<file path="src/rtl/cpu_pkg.sv">
// Shared types and constants for the writeback register file slice.
// Optional feature macro used by wb_reg_file: RF_BYPASS_EN.
package cpu_pkg;

    localparam int unsigned NREG = 32;
    localparam int unsigned AW   = 5;
    localparam int unsigned DW   = 32;

    typedef logic [AW-1:0] reg_addr_t;
    typedef logic [DW-1:0] word_t;

    localparam reg_addr_t REG_ZERO = '0;

endpackage

</file>
<file path="src/rtl/wb_reg_file_scoreboard.sv">
// Pending-write scoreboard: one busy bit per register, set on issue,
// cleared on commit or flush, with two combinational busy lookups.
module wb_scoreboard #(
    parameter int unsigned NREG = 32,
    parameter int unsigned AW   = 5
) (
    input  logic          clk,
    input  logic          rst_n,
    input  logic          flush,
    input  logic          commit_en,
    input  logic [AW-1:0] commit_addr,
    input  logic          iss_valid,
    input  logic [AW-1:0] iss_addr,
    input  logic [AW-1:0] rs_addr,
    input  logic [AW-1:0] rt_addr,
    output logic          rs_busy,
    output logic          rt_busy
);
    import cpu_pkg::*;

    logic [NREG-1:0] busy_q;
    logic [NREG-1:0] busy_d;
    logic            iss_set;

    assign iss_set = iss_valid && (iss_addr != AW'(REG_ZERO));

    // Next busy vector: clear on commit first, then set on issue so a
    // younger producer to the same register keeps the mark.
    always_comb begin
        busy_d = busy_q;
        if (commit_en) begin
            busy_d[commit_addr] = 1'b0;
        end
        if (iss_set) begin
            busy_d[iss_addr] = 1'b1;
        end
    end

    // Busy register: reset and flush both clear every mark.
    always_ff @(posedge clk) begin
        if (!rst_n) begin
            busy_q <= '0;
        end else if (flush) begin
            busy_q <= '0;
        end else begin
            busy_q <= busy_d;
        end
    end

    assign rs_busy = busy_q[rs_addr];
    assign rt_busy = busy_q[rt_addr];

    // A second writer may not be issued to a register still marked busy,
    // unless that register's commit lands in the same cycle.
    a_no_double_issue: assert property (@(posedge clk) disable iff (!rst_n)
        !(iss_set && !flush && busy_q[iss_addr] &&
          !(commit_en && (commit_addr == iss_addr))));

endmodule

</file>
<file path="src/rtl/wb_reg_file.sv">
// Writeback register file with pending-write scoreboard.
// Optional macro RF_BYPASS_EN: same-cycle write-to-read forwarding.
module wb_reg_file #(
    parameter int unsigned NREG = 32,
    parameter int unsigned AW   = 5,
    parameter int unsigned DW   = 32
) (
    input  logic          clk,
    input  logic          rst_n,
    input  logic          wb_regwrite,
    input  logic [AW-1:0] wb_rd_addr,
    input  logic [DW-1:0] wb_data,
    input  logic [AW-1:0] rs_addr,
    input  logic [AW-1:0] rt_addr,
    output logic [DW-1:0] rs_data,
    output logic [DW-1:0] rt_data,
    input  logic          iss_valid,
    input  logic [AW-1:0] iss_rd_addr,
    input  logic          flush,
    output logic          rs_busy,
    output logic          rt_busy
);
    import cpu_pkg::*;

    logic [DW-1:0] regs [NREG];
    logic          wr_en;
    logic          sb_rs_busy;
    logic          sb_rt_busy;

    assign wr_en = wb_regwrite && (wb_rd_addr != AW'(REG_ZERO));

    // Register storage: synchronous clear, r0 is never written so it stays 0.
    always_ff @(posedge clk) begin
        if (!rst_n) begin
            for (int unsigned i = 0; i < NREG; i++) begin
                regs[i] <= '0;
            end
        end else if (wr_en) begin
            regs[wb_rd_addr] <= wb_data;
        end
    end

    wb_scoreboard #(
        .NREG (NREG),
        .AW   (AW)
    ) u_scoreboard (
        .clk         (clk),
        .rst_n       (rst_n),
        .flush       (flush),
        .commit_en   (wb_regwrite),
        .commit_addr (wb_rd_addr),
        .iss_valid   (iss_valid),
        .iss_addr    (iss_rd_addr),
        .rs_addr     (rs_addr),
        .rt_addr     (rt_addr),
        .rs_busy     (sb_rs_busy),
        .rt_busy     (sb_rt_busy)
    );

`ifdef RF_BYPASS_EN
    logic rs_hit;
    logic rt_hit;

    // Read ports with forwarding: a matching in-flight write wins and
    // hides the busy mark it is about to clear.
    always_comb begin
        rs_hit  = wr_en && (rs_addr == wb_rd_addr);
        rt_hit  = wr_en && (rt_addr == wb_rd_addr);
        rs_data = rs_hit ? wb_data : regs[rs_addr];
        rt_data = rt_hit ? wb_data : regs[rt_addr];
        rs_busy = sb_rs_busy && !rs_hit;
        rt_busy = sb_rt_busy && !rt_hit;
    end
`else
    // Read ports: stored values and scoreboard marks only.
    always_comb begin
        rs_data = regs[rs_addr];
        rt_data = regs[rt_addr];
        rs_busy = sb_rs_busy;
        rt_busy = sb_rt_busy;
    end
`endif

endmodule
</file>
<file path="config.mk">
export PLATFORM = sky130hd
export DESIGN_NAME = wb_reg_file
export DESIGN_NICKNAME = d
export VERILOG_FILES = /design/src/rtl/cpu_pkg.sv /design/src/rtl/wb_reg_file_scoreboard.sv /design/src/rtl/wb_reg_file.sv
export SDC_FILE = /design/constraint.sdc
export NUM_CORES = 2
export LEC_CHECK = 0
export BUFFER_PORTS_ARGS = -buffer_cell sky130_fd_sc_hd__buf_2
export CAP_MARGIN = 20
export CORE_MARGIN = 3
export CORE_UTILIZATION = 55
export DETAILED_ROUTE_END_ITERATION = 10
export MAX_ROUTING_LAYER = met4
export PLACE_DENSITY = 0.76
export SYNTH_ARGS = -nofsm -noshare
export SYNTH_HDL_FRONTEND = slang
export SYNTH_SLANG_ARGS = --single-unit
</file>
<file path="constraint.sdc">
create_clock -name clk -period 5.36 [get_ports clk]
set_input_delay 0.268 -clock clk [delete_from_list [all_inputs] [get_ports clk]]
set_output_delay 0.268 -clock clk [all_outputs]
set_load 0.005 [all_outputs]
</file>
==> out/metrics.cfg <==
[drt]
dr.pass1.iters = 7
ant_nets = 0
num_vias = 41400
avgRoutedWirePerCell_um = 30.8
drc = 0
drt_wl_total_um = 190000
drt_iter0_markers = 6080
via_per_inst = 6.72

[hold_path]
hp-class = input port to register
whs_path_depth = 5

[synth]
seq_area_frac_synth_pct = 54.8
synth_edf_count = 1024
ys_seq_elements = 1056
synth_most_common_cell = mux2i_1
synth_top_flop_cell = edfxtp_1
synth_area_leaders = edfxtp_1 (54%), mux2i_1 (18%), and2_1 (11%), a22oi_1 (4.3%), nand3_1 (2.1%)
syn_area_um2 = 57300
synthTopCellsByCount = mux2i_1 (1056), edfxtp_1 (1024), and2_1 (995), a22oi_1 (330), clkbuf_1 (248)
ys_warn_count = 0
synth_largest_area_cell = edfxtp_1
avgSynthCellArea_um2 = 12.0
synth_top_area_share_pct = 53.7
ys_async_sr_fraction_pct = 0
ys_types = 36
synthCells = 4778

[die]
num_rows = 117
core_um2 = 103000
start_util_pct = 55.8
die_w_um = 329
ios = 123
die_area_um2 = 108000
die_h_um = 329

[worst_setup_path]
cp.required_ns = 5.09
cp-end-kind = primary output
ff2ff_path_depth = 2
worstPathMaxFanout = 56
worst_setup_path_start_kind = input port
cp_data_arrival_time_ns = 2.80
crit_type = input port to primary output

[sta]
fmax_mhz = 326
fin_tns_setup_ns = 0
slew_headroom_pct = 17.3
finalCritPeriodShare_pct = 57.2
period_needed_ns = 3.06
setup_viol = 0
grt_setup_unrepaired = no
fin_skew_ns = 0
setup_ws_ns = 2.30
hold_viol_final = 0
slew_violations = 0
worst_pin_slew_ns = 1.24

[global_route]
grt_max_degree = 133
grt_pass1_wl_um = 271000
grtUsageTotal_pct = 35.4
grt_pass1_vias = 40200
grt_antenna_before_repair = 12
overflow = 0

[cts]
h-tree-depth = 3
cts_sinks = 1056
clockBufferDepth = 3
clock_latency_ns = 0.70
cts_resized = 0
cts_root_buf = clkbuf_16
cts_hold_buf = 5
post_cts.repair.setup_buffers = 0
cts_made_buffers = 111
path_clk_slew_ns = 0.06
cts_tree = built

[flow_run]
maxCapViolCount = 0

[place]
place_ws_ns = 2.04
place_area_um2 = 59400
hpwl_um = 107000
gp_congestion = 0.859
port_buffers = 122

[power]
vdd_drop_max_mv = 0.276
total_power_uw = 19700
power_density_nw_per_um2 = 313
power_leakage_uw = 0.0243

[finish]
layout.nets = 4738
area_delta_synth_final_pct = 10.1
final_area_um2 = 63100
drive_gt1_share_pct = 9.75

[status]
status = finished clean

==> per-stage QoR <==
step | hold WS [ns] | utilization, % | std cells
floorplan | 0.465 | - | 4809
global placement | 0.474 | 57.8 | 5922
global route | 0.0937 | 61.5 | 6146
finish | 0.0655 | 61.5 | 6151
CTS | 0.000384 | 61.4 | 6135
detailed placement | 0.483 | 57.9 | 5927
==> registers in the layout, summed over array words and instances (netlist names) <==
signal	flops
u_scoreboard.busy_q	32
regs	1024
==> cell type report <==
type	instances	area [um2]
Fill cell	7803	39500
Sequential cell	1056	31400
Multi-Input combinational cell	3277	24500
Clock buffer	139	2970
Timing Repair Buffer	234	1870
Tap cell	1368	1710
Clock inverter	64	577
Antenna cell	12	30.0
Inverter	1	3.75
==> path summary, 6_finish.rpt <==
kind	from	endpoint	slack, ns
max	rs_addr[1]	rs_data[23]	2.30
min	iss_rd_addr[1]	u_scoreboard.busy_q[4]	0.07
max reg2reg	u_scoreboard.busy_q[14]	u_scoreboard.busy_q[14]	4.62
min reg2reg	u_scoreboard.busy_q[20]	u_scoreboard.busy_q[20]	0.49
==> cells by family after synthesis <==
family | after synthesis | synth area share (%)
other | 1 | 0.00654
DFF | 1056 | 54.8
muxes | 1056 | 18.4
buffers and inverters | 476 | 3.70
and+or+nand+nor | 1535 | 15.4
AOI/OAI and AO/OA | 654 | 7.66
==> per-layer routing <==
| metal | up-vias | global-route usage (%) | share of wire [%] |
|---|---|---|---|
| met2 | 3037 | 52.7 | 45 |
| li1 | 17400 | - | - |
| met4 | 0 | 17.0 | 5.7 |
| met3 | 664 | 7.73 | 12 |
| met5 | - | - | 0 |
| met1 | 20200 | 46.3 | 37 |
==> worst max-delay path, stage by stage <==
cell	delay [ns]
buf_8	0.42
buf_4	0.66
mux2i_1	0.21
a22o_1	0.28
nor3_1	0.43
a31oi_1	0.14
nand3_1	0.15
buf_2	0.14
==> cells in the final DEF, fill, tap and decap left out, types with 7 or more instances in the layout <==
cell type,Yosys,final
clkinv_2,0,21
clkbuf_1,248,23
a21oi_1,163,163
nand3_1,235,234
edfxtp_1,1024,1024
bufinv_16,0,10
nand4_1,34,34
dfxtp_1,32,32
buf_4,32,75
nor3_1,34,34
o21ai_0,62,31
clkbuf_16,0,114
mux2i_1,1056,1056
a22o_1,66,66
a22oi_1,330,330
diode_2,0,12
and2_1,995,992
buf_12,0,27
clkinv_1,0,24
conb_1,1,32
o21ai_4,0,31
dlygate4sd3_1,0,7
nand2_1,168,167
buf_2,109,119
a31oi_1,33,33
nor2_4,4,34
==> report_power, final <==
part	switching [uW]	total, uW	internal [uW]
Combinational	1520	2290	766
Sequential	253	9750	9500
Clock	3290	7670	4380
Total	5070	19700	14600
Note: power is estimated with default switching activity, not from simulation.
